**src/rtl/inst_prefetch_queue.sv**
```systemverilog
// -----------------------------------------------------------------------------
// inst_prefetch_queue
//
// Fetch-side instruction prefetcher. It sits between a variable-latency
// instruction memory and the fetch/decode pipeline register. It issues one
// sequential word fetch at a time and buffers up to DEPTH returned
// instructions, each tagged with its PC+4. It hands the head entry to decode
// under a valid/ready handshake. A redirect flushes the queue and restarts
// fetching at a new address.
//
// Ports
//   clk          : clock
//   reset        : asynchronous active-high reset
//   imem_req     : fetch request valid (held until imem_ready)
//   imem_addr    : fetch byte address, always word aligned
//   imem_ready   : memory accepts the request this cycle
//   imem_rvalid  : read data valid
//   imem_rdata   : returned instruction
//   deq_valid    : queue head valid
//   deq_inst     : head instruction (0 when empty)
//   deq_pc_plus4 : head PC+4 (0 when empty)
//   deq_ready    : decode consumes the head this cycle
//   redirect     : flush and restart fetch
//   redirect_pc  : new fetch address (bits[1:0] ignored)
//
// inst_prefetch_queue_chk holds the structural invariants as assertions. It
// is instantiated by the top and contributes no logic.
// -----------------------------------------------------------------------------

module inst_prefetch_queue_chk #(
  parameter int unsigned DEPTH = 4,
  parameter int unsigned CW    = 3
) (
  input logic          clk,
  input logic          reset,
  input logic [CW-1:0] count_q,
  input logic          fsm_idle_s,
  input logic          enq_s,
  input logic          imem_req,
  input logic          imem_ready,
  input logic          redirect
);

  localparam logic [CW-1:0] CNT_FULL = CW'(DEPTH);

  // Occupancy never exceeds the storage.
  a_count_bound: assert property (@(posedge clk) disable iff (reset)
    count_q <= CNT_FULL);

  // A request is only issued with no fetch outstanding.
  a_req_only_idle: assert property (@(posedge clk) disable iff (reset)
    imem_req |-> fsm_idle_s);

  // The credit scheme guarantees that a returning word always finds a slot.
  a_enq_has_room: assert property (@(posedge clk) disable iff (reset)
    enq_s |-> (count_q < CNT_FULL));

  // A stalled request stays up until accepted, unless a redirect intervenes.
  a_req_hold: assert property (@(posedge clk) disable iff (reset)
    (imem_req && !imem_ready) |=> (imem_req || redirect));

endmodule

module inst_prefetch_queue #(
  parameter int unsigned DEPTH    = 4,
  parameter logic [31:0] RESET_PC = 32'h0000_0000
) (
  input  logic        clk,
  input  logic        reset,
  output logic        imem_req,
  output logic [31:0] imem_addr,
  input  logic        imem_ready,
  input  logic        imem_rvalid,
  input  logic [31:0] imem_rdata,
  output logic        deq_valid,
  output logic [31:0] deq_inst,
  output logic [31:0] deq_pc_plus4,
  input  logic        deq_ready,
  input  logic        redirect,
  input  logic [31:0] redirect_pc
);

  localparam int unsigned   PW       = $clog2(DEPTH);
  localparam int unsigned   CW       = $clog2(DEPTH + 1);
  localparam logic [CW-1:0] CNT_FULL = CW'(DEPTH);

  // S_WAIT: live fetch outstanding. S_DISCARD: fetch outstanding, but a
  // redirect made its data stale, so it is dropped when it returns.
  typedef enum logic [1:0] {
    S_IDLE    = 2'b00,
    S_WAIT    = 2'b01,
    S_DISCARD = 2'b10
  } state_e;

  state_e        state_q, state_d;
  logic [31:0]   fetch_pc_q, fetch_pc_d;
  logic [31:0]   req_pc_q, req_pc_d;
  logic [PW-1:0] rd_ptr_q, rd_ptr_d;
  logic [PW-1:0] wr_ptr_q, wr_ptr_d;
  logic [CW-1:0] count_q, count_d;
  logic [31:0]   inst_mem_q [DEPTH];
  logic [31:0]   pc4_mem_q  [DEPTH];

  logic          busy_s;
  logic          credit_ok_s;
  logic          accept_s;
  logic          enq_s;
  logic          deq_s;
  logic          fsm_idle_s;
  logic [1:0]    unused_redirect_lo_s;

  // Fetches are word aligned, so the low redirect bits carry no information.
  assign unused_redirect_lo_s = redirect_pc[1:0];

  // Credit, request generation and handshake qualifiers.
  always_comb begin
    fsm_idle_s  = (state_q == S_IDLE);
    busy_s      = !fsm_idle_s;
    // An outstanding fetch has a slot reserved for it, so the queue
    // cannot overflow when the word comes back.
    credit_ok_s = ((count_q + CW'(busy_s)) < CNT_FULL);
    if (!reset && fsm_idle_s && credit_ok_s && !redirect) begin
      imem_req = 1'b1;
    end else begin
      imem_req = 1'b0;
    end
    imem_addr = fetch_pc_q;
    accept_s  = imem_req && imem_ready;
    // Redirect cancels any enqueue or dequeue in its cycle.
    enq_s     = (state_q == S_WAIT) && imem_rvalid && !redirect;
    deq_valid = (count_q != {CW{1'b0}});
    deq_s     = deq_valid && deq_ready && !redirect;
  end

  // Head presentation; an empty queue shows a zero bubble.
  always_comb begin
    if (deq_valid) begin
      deq_inst     = inst_mem_q[rd_ptr_q];
      deq_pc_plus4 = pc4_mem_q[rd_ptr_q];
    end else begin
      deq_inst     = 32'h0000_0000;
      deq_pc_plus4 = 32'h0000_0000;
    end
  end

  // FSM next state and fetch address bookkeeping.
  always_comb begin
    state_d  = state_q;
    req_pc_d = req_pc_q;
    case (state_q)
      S_IDLE: begin
        // A returning word here belongs to an abandoned fetch; ignore it.
        if (accept_s) begin
          state_d  = S_WAIT;
          req_pc_d = fetch_pc_q;
        end else begin
          state_d  = S_IDLE;
        end
      end
      S_WAIT: begin
        // rvalid wins: with a concurrent redirect the data is dropped via
        // enq_s and no stale fetch is left outstanding.
        if (imem_rvalid) begin
          state_d = S_IDLE;
        end else if (redirect) begin
          state_d = S_DISCARD;
        end else begin
          state_d = S_WAIT;
        end
      end
      S_DISCARD: begin
        if (imem_rvalid) begin
          state_d = S_IDLE;
        end else begin
          state_d = S_DISCARD;
        end
      end
      default: begin
        state_d = S_IDLE;
      end
    endcase

    if (redirect) begin
      fetch_pc_d = {redirect_pc[31:2], 2'b00};
    end else if (accept_s) begin
      fetch_pc_d = fetch_pc_q + 32'd4;
    end else begin
      fetch_pc_d = fetch_pc_q;
    end
  end

  // Queue pointers and occupancy.
  always_comb begin
    rd_ptr_d = rd_ptr_q;
    wr_ptr_d = wr_ptr_q;
    count_d  = count_q;
    if (redirect) begin
      rd_ptr_d = {PW{1'b0}};
      wr_ptr_d = {PW{1'b0}};
      count_d  = {CW{1'b0}};
    end else begin
      // DEPTH is a power of two, so pointer overflow is the wrap.
      if (deq_s) begin
        rd_ptr_d = rd_ptr_q + PW'(1'b1);
      end else begin
        rd_ptr_d = rd_ptr_q;
      end
      if (enq_s) begin
        wr_ptr_d = wr_ptr_q + PW'(1'b1);
      end else begin
        wr_ptr_d = wr_ptr_q;
      end
      case ({enq_s, deq_s})
        2'b10:   count_d = count_q + CW'(1'b1);
        2'b01:   count_d = count_q - CW'(1'b1);
        default: count_d = count_q;
      endcase
    end
  end

  // Control state registers.
  always_ff @(posedge clk or posedge reset) begin
    if (reset) begin
      state_q    <= S_IDLE;
      fetch_pc_q <= RESET_PC;
      req_pc_q   <= 32'h0000_0000;
      rd_ptr_q   <= {PW{1'b0}};
      wr_ptr_q   <= {PW{1'b0}};
      count_q    <= {CW{1'b0}};
    end else begin
      state_q    <= state_d;
      fetch_pc_q <= fetch_pc_d;
      req_pc_q   <= req_pc_d;
      rd_ptr_q   <= rd_ptr_d;
      wr_ptr_q   <= wr_ptr_d;
      count_q    <= count_d;
    end
  end

  // Queue storage: instruction and its PC+4 are written together.
  always_ff @(posedge clk or posedge reset) begin
    if (reset) begin
      for (int unsigned i = 0; i < DEPTH; i++) begin
        inst_mem_q[i] <= 32'h0000_0000;
        pc4_mem_q[i]  <= 32'h0000_0000;
      end
    end else if (enq_s) begin
      inst_mem_q[wr_ptr_q] <= imem_rdata;
      pc4_mem_q[wr_ptr_q]  <= req_pc_q + 32'd4;
    end
  end

  inst_prefetch_queue_chk #(
    .DEPTH (DEPTH),
    .CW    (CW)
  ) u_chk (
    .clk        (clk),
    .reset      (reset),
    .count_q    (count_q),
    .fsm_idle_s (fsm_idle_s),
    .enq_s      (enq_s),
    .imem_req   (imem_req),
    .imem_ready (imem_ready),
    .redirect   (redirect)
  );

endmodule

```
**config.mk**
```make
export PLATFORM = sky130hd
export DESIGN_NAME = inst_prefetch_queue
export DESIGN_NICKNAME = d
export VERILOG_FILES = /design/src/rtl/inst_prefetch_queue.sv
export SDC_FILE = /design/constraint.sdc
export NUM_CORES = 1
export LEC_CHECK = 0
export ABC_AREA = 1
export CORE_ASPECT_RATIO = 1.25
export CORE_UTILIZATION = 60
export DETAILED_ROUTE_END_ITERATION = 12
export PLACE_DENSITY = 0.92
export REMOVE_ABC_BUFFERS = 1
export SETUP_SLACK_MARGIN = 0.15
export SLEW_MARGIN = 5
export SYNTH_ARGS = -nofsm -noshare
export SYNTH_HDL_FRONTEND = slang
export SYNTH_SLANG_ARGS = --single-unit
```
**constraint.sdc**
```tcl
create_clock -name clk -period 27.5 [get_ports clk]
set_input_delay 2.75 -clock clk [delete_from_list [all_inputs] [get_ports clk]]
set_output_delay 2.75 -clock clk [all_outputs]
set_load 0.005 [all_outputs]
```
== Yosys cells after proc, flatten, opt, wreduce, memory -nomap -nowiden ==
Cells that the tools add are included.

* Bits in registers: 329
* Input bits: 70
* Output and inout bits: 98
* Logic and storage cells: 76

* Add/sub/neg operators: 7
* Order comparisons: 4
* Equality and inequality tests: 4
* Muxes and demuxes: 26
* Bitwise gates (word level): 2
* Reduce and logical (&&, ||, !) cells: 19

{| class="wikitable"
|+ Operators by type and width
! kind !! count
|-
| $mux W32 || 9
|-
| $bwmux W128 || 2
|-
| $bmux W32 S2 || 2
|-
| $add A32 B3 Y32 const B || 2
|-
| $demux W32 S2 || 1
|-
| $mux W2 || 7
|-
| $logic_and A1 B1 Y1 || 9
|-
| $ge A3 B3 Y1 const B || 2
|-
| $not A2 Y3 || 2
|-
| $pmux W2 S3 || 1
|-
| $pmux W3 S2 || 1
|-
| $reduce_bool A2 Y1 || 3
|-
| $reduce_bool A3 Y1 || 2
|-
| $add A2 B1 Y2 const B || 2
|-
| $eq A2 B1 Y1 const B || 2
|-
| $eq A2 B2 Y1 const B || 2
|-
| $add A3 B1 Y3 || 1
|-
| $add A3 B1 Y3 const B || 1
|-
| $logic_not A1 Y1 || 3
|-
| $lt A3 B1 Y1 const B || 1
|-
| $lt A3 B3 Y1 const B || 1
|-
| $mux W3 || 1
|-
| $sub A3 B1 Y3 const B || 1
|-
| $logic_not A2 Y1 || 1
|-
| other kinds (2) || 3
|}

== Depth between registers and ports, before layout ==
* Depth in word-level cells: 10
* Gate-level depth with buffers: 10
* Mapped depth without buffers: 10

== Worst setup path after synthesis ==
No wires, ideal clock.

* Path kind: input to output
* Start point: in reset
* End point: out imem_req
* Arrival time: 10.177 ns
* Setup slack: 14.573 ns
* Cell stages on the path: 3
* Buffers on the path: 0
* Cells stage by stage: inv_1 > nand3_1 > inv_1

* Cells in the longest elaborated chain, start to end: 5

{| class="wikitable"
|+ Ends and longest elaborated chain
! what !! line !! text
|-
| start, declared || 69 || <nowiki>input logic reset,</nowiki>
|-
| $logic_not A1 Y1 (no line) || -- ||
|-
| $logic_and A1 B1 Y1 (3 in a row) || 122 || <nowiki>if (!reset && fsm_idle_s && credit_ok_s && !redirect) begin</nowiki>
|-
| $mux W1 || 122 ||
|-
| end, declared || 70 || <nowiki>output logic imem_req,</nowiki>
|}

No other way between the ends.

== Worst setup path after layout ==
Same ends and word-level chain as after synthesis.

==> flow_summary.yaml <==
synthesis:
  yosys-mux-area-fraction_pct: 0
  synth-compound-area-share_pct: 14.39
  async_flop_share_pct: 100.0
  synthesis.instances: 2123
  yosys.area_share.simple_pct: 26.46
  fraction_of_the_mapped_netlist_area_in_adder_cells_pct: 0.5955
  synth.area.top_cells: "sky130_fd_sc_hd__dfrtp_1 50%, sky130_fd_sc_hd__nand2_1 16%, sky130_fd_sc_hd__o21ai_0 8.3%, sky130_fd_sc_hd__nor2_1 5.7%, sky130_fd_sc_hd__inv_1 4.1%"
  synth_top_family_by_area: "simple AND/OR/NAND/NOR gates"
  post-synth-top-count-cell: "sky130_fd_sc_hd__nand2_1"
  synth.yosys.seq_area_share_pct: 49.67
  synthesis.area_um2: 15970
  synth.avg_cell_area_um2: 7.522
  synth-edff-count: 0
  post-synth-top-area-fraction_pct: 49.67
  yosys_warnings: 0
  synth-main-ff-cell: "sky130_fd_sc_hd__dfrtp_1"
  post_synth_xor_area_fraction_pct: 1.128
  ys_ff_latch: 317
  post-synth-top-area-cell: "sky130_fd_sc_hd__dfrtp_1"
  synth.distinct_cells: 36
  synth.top_cells.by_count: "701 x sky130_fd_sc_hd__nand2_1, 317 x sky130_fd_sc_hd__dfrtp_1, 264 x sky130_fd_sc_hd__o21ai_0, 242 x sky130_fd_sc_hd__nor2_1, 174 x sky130_fd_sc_hd__inv_1"
clock_network:
  clock-sinks: 317
  worstSkewPairLatency_ns: 0.56
  cts_made_buffers: 30
  h-tree-depth: 1
  clock_pin_transition_on_the_worst_setup_and_hold_timing_paths_ns: 0.06
  total_of_hold_buffers_inserted_after_clock_tree_synthesis: 0
  post-cts-setup-buffers: 0
  post_cts_resized: 0
  clock_tree.root_cell: "sky130_fd_sc_hd__clkbuf_16"
  cts_buffer_depth: 3
  cts_tree: "done"
finish:
  areaGrowthSynthToFinish_pct: 17.03
  instances_no_fill: 2583
  insertedDiodeCount: 0
  post_route_cells_drive_above_1_share_pct: 5.127
  num-nets-final: 2296
power:
  clock_power_share_pct: 28.4
  power.density_cell_area_nw_per_um2: 84.89
  power.ir.vdd_worst_uv: 38.77
  switching_power_mw: 0.5519
  static-leakage-power_nw: 8.865
  cellInternalPower_mw: 1.035
  combPwrFrac_pct: 31.9
  power_frac_seq_pct: 39.7
  power_switching_share_pct: 34.79
floorplan:
  die_area_um2: 27280
  number_of_rows_created_at_floorplan: 66
  io-pin-count: 168
  coreArea_um2: 26100
  floorplan.die.width_um: 147.9
  initial_utilization_pct: 61.20
  fp.dieH_um: 184.4
timing:
  slew-limit-headroom_pct: 22.90
  maxSlewViolCount: 0
  maxClockFrequency_mhz: 140.0
  setup-tns-final_ns: 0
  worst_slew_pin_slew_ns: 1.155
  final_min_period_over_clock_period_pct: 25.98
  finalSetupViolCount: 0
  finClkSkew_ns: 0.008946
  rsz0062_at_grt: "no"
  final-hold-violation-count: 0
  fin_worst_hold_slack_ns: 0.4716
  min_cycle_time_layout_ns: 7.145
grt:
  antenna_found_initial: 0
  grt_pass1_vias: 14880
  grt_start_max_net_pins: 99
  global_route.overflow_total: 0
  grtUsageTotal_pct: 31.64
  wire_length_of_the_first_global_routing_pass_um: 70130
setup_path:
  crit_path_end_kind: "output port"
  worstSetupPathType: "in2out"
  r2r-start: "state_q[1]"
  arrival_ns: 4.39
  cpMostUsedCell: "sky130_fd_sc_hd__clkdlybuf4s50_1"
  slowest_delay_ns: 0.49
  timing.critical_path.slowest_stage_cell: "sky130_fd_sc_hd__clkdlybuf4s50_1"
  crit_path_max_fanout: 55
  reg2reg_slack_ns: 24.38
  crit_end: "imem_req"
  crit_chain: "clkdlybuf4s50_1, inv_8, nand3_1, inv_1, clkdlybuf4s50_1"
  cp_data_required_time_ns: 24.75
  worstSetupStartpoint: "reset"
  crit-reg2reg-capture: "pc4_mem_q[2]"
  worst-r2r-cell-count: 9
  cp-start-kind: "input port"
min_path:
  worstHoldPathType: "reg2reg"
drt:
  route.detailed.vias_per_inst: 5.769
  drt_pre_antenna_iters: 6
  maxUsedRoutingLayer: "met4"
  routed-via-count: 14900
  met2_wirelength_um: 20730
  drt_wl_total_um: 42160
  detail_route.wirelength.met1_um: 16310
  drt.antenna.violating_nets: 0
  detailroute.wirelength.met3_um: 3354
  wire_per_inst_um: 16.32
  detail_route.drc_violations: 0
  detailedRoute.firstIterationViolations: 1381
placed_design:
  dpl.hpwl_um: 25580
  placed_cells_incl_taps: 2527
  finalWeightedCongestion: 0.9510
  io_buffer_count: 161
flow_run:
  drv_cap: 0
status:
  status: "complete, no violations"
metrics by stage:
stage / util (%) / instance area, µm² / total power, mW / worst slack [ns]
after floorplan: - / 15440 / 0.8895 / 13.26
after global placement: 67.45 / 17600 / 1.110 / 20.36
after detailed placement: 67.45 / 17600 / 1.129 / 20.37
after CTS: 71.62 / 18690 / 1.583 / 20.35
after global routing: 71.62 / 18690 / 1.674 / 20.24
final: 71.62 / 18690 / 1.587 / 20.36
worst min path at each step:
stage                               from        endpoint  slack, ns  cells past startpoint
after CTS                  pc4_mem_q[88]   pc4_mem_q[88]       0.48                      2
after global placement    pc4_mem_q[101]  pc4_mem_q[101]       0.45                      2
after floorplan           pc4_mem_q[100]  pc4_mem_q[100]       0.44                      2
final                      pc4_mem_q[36]   pc4_mem_q[36]       0.47                      2
after global routing      pc4_mem_q[101]  pc4_mem_q[101]       0.49                      2
after detailed placement  pc4_mem_q[101]  pc4_mem_q[101]       0.46                      2
area by class of cell:
cell class	count	area, µm²
multi-input combinational	1511	6814
clock buffer	40	879.6
clock inverter	16	209.0
tap	340	425.4
sequential	317	7940
timing repair buffer	176	1724
inverter	183	696.9
fill	1938	7406
critical path: cells and delay by family:
kind | cells | cell delay [ns]
simple gates | 1 | 0.19
buf+inv | 4 | 1.41
registers in the layout (all words and copies together) (netlist names):
register and flops:
inst_mem_q 128, imem_addr 30, req_pc_q 30, pc4_mem_q 120
rd_ptr_q 2, count_q 3, wr_ptr_q 2, state_q 2
kinds of logic after synthesis:
family | count (synthesis)
adders and majority gates | 7
buffers and inverters | 298
AOI/OAI and AO/OA | 434
DFF | 317
xor gates and xnor gates | 18
other | 1
and+or+nand+nor | 1048
power by group through the flow:
stage | Clock (mW) | Combinational [mW] | Sequential, mW
3_3_place_gp | 0 | 0.481 | 0.629
6_report | 0.450 | 0.506 | 0.630
4_1_cts | 0.453 | 0.503 | 0.627
5_1_grt | 0.470 | 0.564 | 0.640
2_1_floorplan | 0 | 0.267 | 0.623
3_5_place_dp | 0 | 0.495 | 0.634
placed cells by master (no fill, tap or decap), drive strengths merged:
cell           instances
nand2                707
dfrtp                317
o21ai                303
nor2                 261
inv                  182
clkdlybuf4s50        161
a21oi                 84
nand3                 69
o211ai                45
clkbuf                40
buf                   15
clkinv                12
xor2                  11
nand4                  8
xnor2                  7
ha                     6
bufinv                 5
conb                   4
nor3                   2
o21bai                 1
o41ai                  1
or2                    1
fa                     1
layer usage:
layer / GRT usage, % / up-vias
met5: 0 / -
met4: 16.00 / 0
met3: 3.193 / 156
met2: 55.19 / 766
met1: 39.13 / 7065
li1: - / 6915
Note: power is estimated with default switching activity, not from simulation.
==> patch 1 (same settings) <==
Encoding of `state_e`: now one-hot (3 bits for 3 states).
--- a/src/rtl/inst_prefetch_queue.sv
+++ b/src/rtl/inst_prefetch_queue.sv
@@ -86,10 +86,10 @@
 
   // S_WAIT: live fetch outstanding. S_DISCARD: fetch outstanding, but a
   // redirect made its data stale, so it is dropped when it returns.
-  typedef enum logic [1:0] {
-    S_IDLE    = 2'b00,
-    S_WAIT    = 2'b01,
-    S_DISCARD = 2'b10
+  typedef enum logic [2:0] {
+    S_IDLE    = 3'b001,
+    S_WAIT    = 3'b010,
+    S_DISCARD = 3'b100
   } state_e;
 
   state_e        state_q, state_d;
Function: no difference found for any inputs over 4 cycles, from zero or initial values and one cycle with reset high; so few cycles prove little.
==> patch 1 against the original RTL <==
- area after synthesis decreased by 0.44%
- critical path type unchanged
- setup slack got worse by 230 ps
- largest cell class unchanged
- via count decreased by 0.34%
- wire length decreased by 1.7%
- core utilization decreased by 0.57 points
- design area decreased by 1.1%
- critical endpoint unchanged
- sequential cell count increased by 1
Power is not compared: it rests on default switching activity, and its combinational part moved more than twofold at a synthesized area within 25%.
==> patch 1: results (changes against the original RTL) <==
| Metric | Value |
|---|---|
| Worst EP arrival | `4620 ps (+230 ps)` |
| Mean area per synthesized cell | `7.429 sq um (-1.2%)` |
| 1st-iter DRT viols | `1143 (-17%)` |
| Non-filler cells, final | `2597 (+0.54%)` |
| Fmax achieved | `0.1357 GHz (-3.1%)` |
| Pre-CTS setup slack | `20100 ps (-261.4 ps)` |
| Yosys cell types | `37 (+2.8%)` |
| Final net count | `2310 (+0.61%)` |
| Share of layout cells above drive strength 1 | `4.209% (-0.92 points)` |
| Run status | `finished, final reports clean` |
| Setup Skew | `23.44 ps (+14.49 ps)` |
| Pre-antenna DRT Iters | `5 (-1)` |
| Hold_ws | `475.8 ps (+4.268 ps)` |
| Largest net degree at the start of global routing | `113 (+14%)` |
| Synth top area cells | `dfrtp_1 (50%), nand2_1 (16%), nor2_1 (7.5%)` |
| GPL Wtd Cong | `0.9273 (-2.5%)` |
| Filler cell count | `1966 (+1.4%)` |
| Core area | `0.02601 sq mm (-0.32%)` |
| Highest fanout seen on the critical path | `87 (+58%)` |
| Hpwl dp | `25.43 mm (-0.58%)` |
| WL per Instance | `15.96 um (-2.2%)` |
| Worst R2R Setup Slack | `24760 ps (+380 ps)` |
| Register area share after synthesis | `50.06% (+0.38 points)` |
| First-pass GRT wire length | `68.37 mm (-2.5%)` |
| Max-slew headroom | `24.57% (+1.7 points)` |
==> patch 1: critical path, stage by stage <==
cell             delay [ps]
clkdlybuf4s50_1         490
inv_8                   460
nand2_1                 160
nor2_2                  170
clkdlybuf4s50_1         520
==> patch 1: kinds of logic (layout without fill, tap and decap cells) <==
group	after synthesis	in the layout	synth area share [%]
fa+ha+maj	7	7	0.5981
xor+xnor	14	14	0.8185
other cells	1	4	0.02359
buf+inv	261	375	7.114
flops	318	318	50.06
simple gates	1107	1107	27.45
compound gates	432	432	13.94
==> patch 1: per-layer routing <==
| layer | share of wire (%) | track usage, % |
|---|---|---|
| met1 | 39 | 39.05 |
| met2 | 50 | 53.74 |
| met3 | 7.8 | 3.325 |
| met4 | 3.3 | 12.99 |
| met5 | 0 | 0 |
==> patch 1: path summary, 6_finish.rpt <==
check,from,cells past startpoint,end
max in group asynchronous,reset,5,inst_mem_q[120]$_DFFE_PP0P_
hold reg to reg,pc4_mem_q[23]$_DFFE_PP0P_,2,pc4_mem_q[23]$_DFFE_PP0P_
setup / recovery,reset,5,imem_req
min in group asynchronous,reset,2,inst_mem_q[6]$_DFFE_PP0P_
hold / removal,pc4_mem_q[23]$_DFFE_PP0P_,2,pc4_mem_q[23]$_DFFE_PP0P_
setup reg to reg,state_q[2]$_DFF_PP0_,9,inst_mem_q[113]$_DFFE_PP0P_
==> patch 1: final cells by class <==
type / count / area [sq um] / share of cell area [%]
flip-flops and latches: 318 / 7964 / 43.09
multi-input cells: 1564 / 6828 / 36.94
repair buffers: 177 / 1732 / 9.370
clock buffers: 49 / 903.4 / 4.888
inverters: 142 / 541.8 / 2.931
well taps: 340 / 425.4 / 2.302
clock inverters: 7 / 87.58 / 0.4739
==> patch 2 (same flow settings) <==
Made on the original files. `DEPTH` is set to 4 in 2 places; all go to 8.
--- a/src/rtl/inst_prefetch_queue.sv
+++ b/src/rtl/inst_prefetch_queue.sv
@@ -28,7 +28,7 @@
 // -----------------------------------------------------------------------------
 
 module inst_prefetch_queue_chk #(
-  parameter int unsigned DEPTH = 4,
+  parameter int unsigned DEPTH = 8,
   parameter int unsigned CW    = 3
 ) (
   input logic          clk,
@@ -62,7 +62,7 @@
 endmodule
 
 module inst_prefetch_queue #(
-  parameter int unsigned DEPTH    = 4,
+  parameter int unsigned DEPTH    = 8,
   parameter logic [31:0] RESET_PC = 32'h0000_0000
 ) (
   input  logic        clk,
Check against the original RTL: same outputs for any inputs over 4 cycles, from zero or initial values and one cycle with reset high; that may be too few to reach the edited logic, so the function may still have changed.
==> patch 2 against the original RTL <==
- clock skew increased by 0.99 ps
- area after synthesis increased by 69%
- power increased by 68%
- non-clock buffer count increased by 12
- setup slack improved by 100 ps
- sequential cell count increased by 251
- highest routed layer unchanged
- count of clock-buffer cells in the layout increased by 46
- wire length increased by 69%
- core utilization decreased by 2.7 points
- design area increased by 63%
==> patch 2: results (changes against the original RTL) <==
| Metric | Value |
|---|---|
| Run status | `finished, final reports clean` |
| Final net count | `3462 (+51%)` |
| Worst-Margin Slew | `1162 ps (+6.294 ps)` |
| WL per Instance | `17.82 um (+9.1%)` |
| Total CTS buffers | `56 (+87%)` |
| Largest net degree at the start of global routing | `231 (+130%)` |
| Setup Skew | `9.938 ps (+0.9913 ps)` |
| Util after Layout | `68.89% (-2.7 points)` |
| Commonest cells post-synth | `nand2_1 (958), o21ai_0 (688), dfrtp_1 (568), inv_1 (237), nor2_1 (237)` |
| Filler cell count | `3217 (+66%)` |
| Regs by FF count | `inst_mem_q x256, pc4_mem_q x240` |
| H-Tree Depth | `2 (+1)` |
| Worst EP arrival | `4290 ps (-100 ps)` |
| Leak | `14.37 nW (+62%)` |
| Share of layout cells above drive strength 1 | `4.987% (-0.14 points)` |
| Clk_lat worst skew | `610 ps (+50 ps)` |
| Via count | `23924 (+61%)` |
| 1st-iter DRT viols | `2524 (+83%)` |
| Internal | `1.721 mW (+66%)` |
| Synth top area cells | `dfrtp_1 (53%), nand2_1 (13%), o21ai_0 (13%)` |
| Number of flip-flops under the largest register name | `256 (+100%)` |
| Yosys cell types | `45 (+25%)` |
| Area post-placement | `0.02857 sq mm (+62%)` |
| VDD IR max | `0.08385 mV (+120%)` |
| Register area share after synthesis | `52.81% (+3.1 points)` |
| Hpwl dp | `38.96 mm (+52%)` |
| Synth Area in XOR/XNOR | `1.562% (+0.43 points)` |
| Vias in the first global route | `23046 (+55%)` |
| Synth Area in Adders | `0.2789% (-0.32 points)` |
| Synth Area in Compound Gates | `18.47% (+4.1 points)` |
patch 2: per-stage QoR:
stage               std cells  setup WS [ps]
finish                   4001          20460
global route             4001          20400
CTS                      4001          20440
detailed placement       3900          20450
global placement         3900          20460
floorplan                3140           8862
patch 2: area by class of cell:
cell class / instances / area share (%)
Inverter: 250 / 3.133
Clock buffer: 86 / 5.597
Multi-Input combinational cell: 2322 / 35.63
Sequential cell: 568 / 46.68
Timing Repair Buffer: 188 / 5.996
Clock inverter: 15 / 0.6201
Tap cell: 572 / 2.349
patch 2: critical path, stage by stage:
cell and delay (ps):
clkdlybuf4s50_1 390, buf_4 250, nor4_4 340, clkdlybuf4s50_1 550
patch 2: path summary, 6_finish.rpt:
check                                      from                     endpoint  slack [ps]  depth (start not counted)
max in group asynchronous                 reset  inst_mem_q[111]$_DFFE_PP0P_       22220                          4
min in group asynchronous                 reset    imem_addr[28]$_DFFE_PP0P_        2810                          2
min reg2reg                state_q[1]$_DFF_PP0_         state_q[0]$_DFF_PP0_         470                          1
min                        state_q[1]$_DFF_PP0_         state_q[0]$_DFF_PP0_         470                          1
max reg2reg                state_q[1]$_DFF_PP0_   pc4_mem_q[138]$_DFFE_PP0P_       24330                          9
max                                    redirect                     imem_req       20460                          4
patch 2: cell families (layout without fill, tap and decap cells):
kind of cell / Yosys count / in the layout
compound gates: 944 / 944
buf+inv: 468 / 539
xor+xnor: 39 / 39
flops: 568 / 568
fa+ha+maj: 6 / 6
simple gates: 1329 / 1329
other cells: 1 / 4
patch 2: per-layer routing:
metal / wire length (um) / up-vias / global-route usage, %
li1: - / 11001 / -
met1: 26880 / 11334 / 40.14
met2: 34180 / 1332 / 52.01
met3: 7272 / 257 / 6.092
met4: 2948 / 0 / 15.03
met5: 0 / - / 0
patch 2: power by group through the flow:
| stage | Sequential (mW) | Combinational, mW | Clock (mW) |
|---|---|---|---|
| after floorplan | 1.04 | 0.467 | 0 |
| after global placement | 1.01 | 0.836 | 0 |
| after detailed placement | 1.01 | 0.855 | 0 |
| after CTS | 0.998 | 0.866 | 0.794 |
| after global routing | 1.01 | 0.963 | 0.827 |
| final | 1.00 | 0.876 | 0.788 |
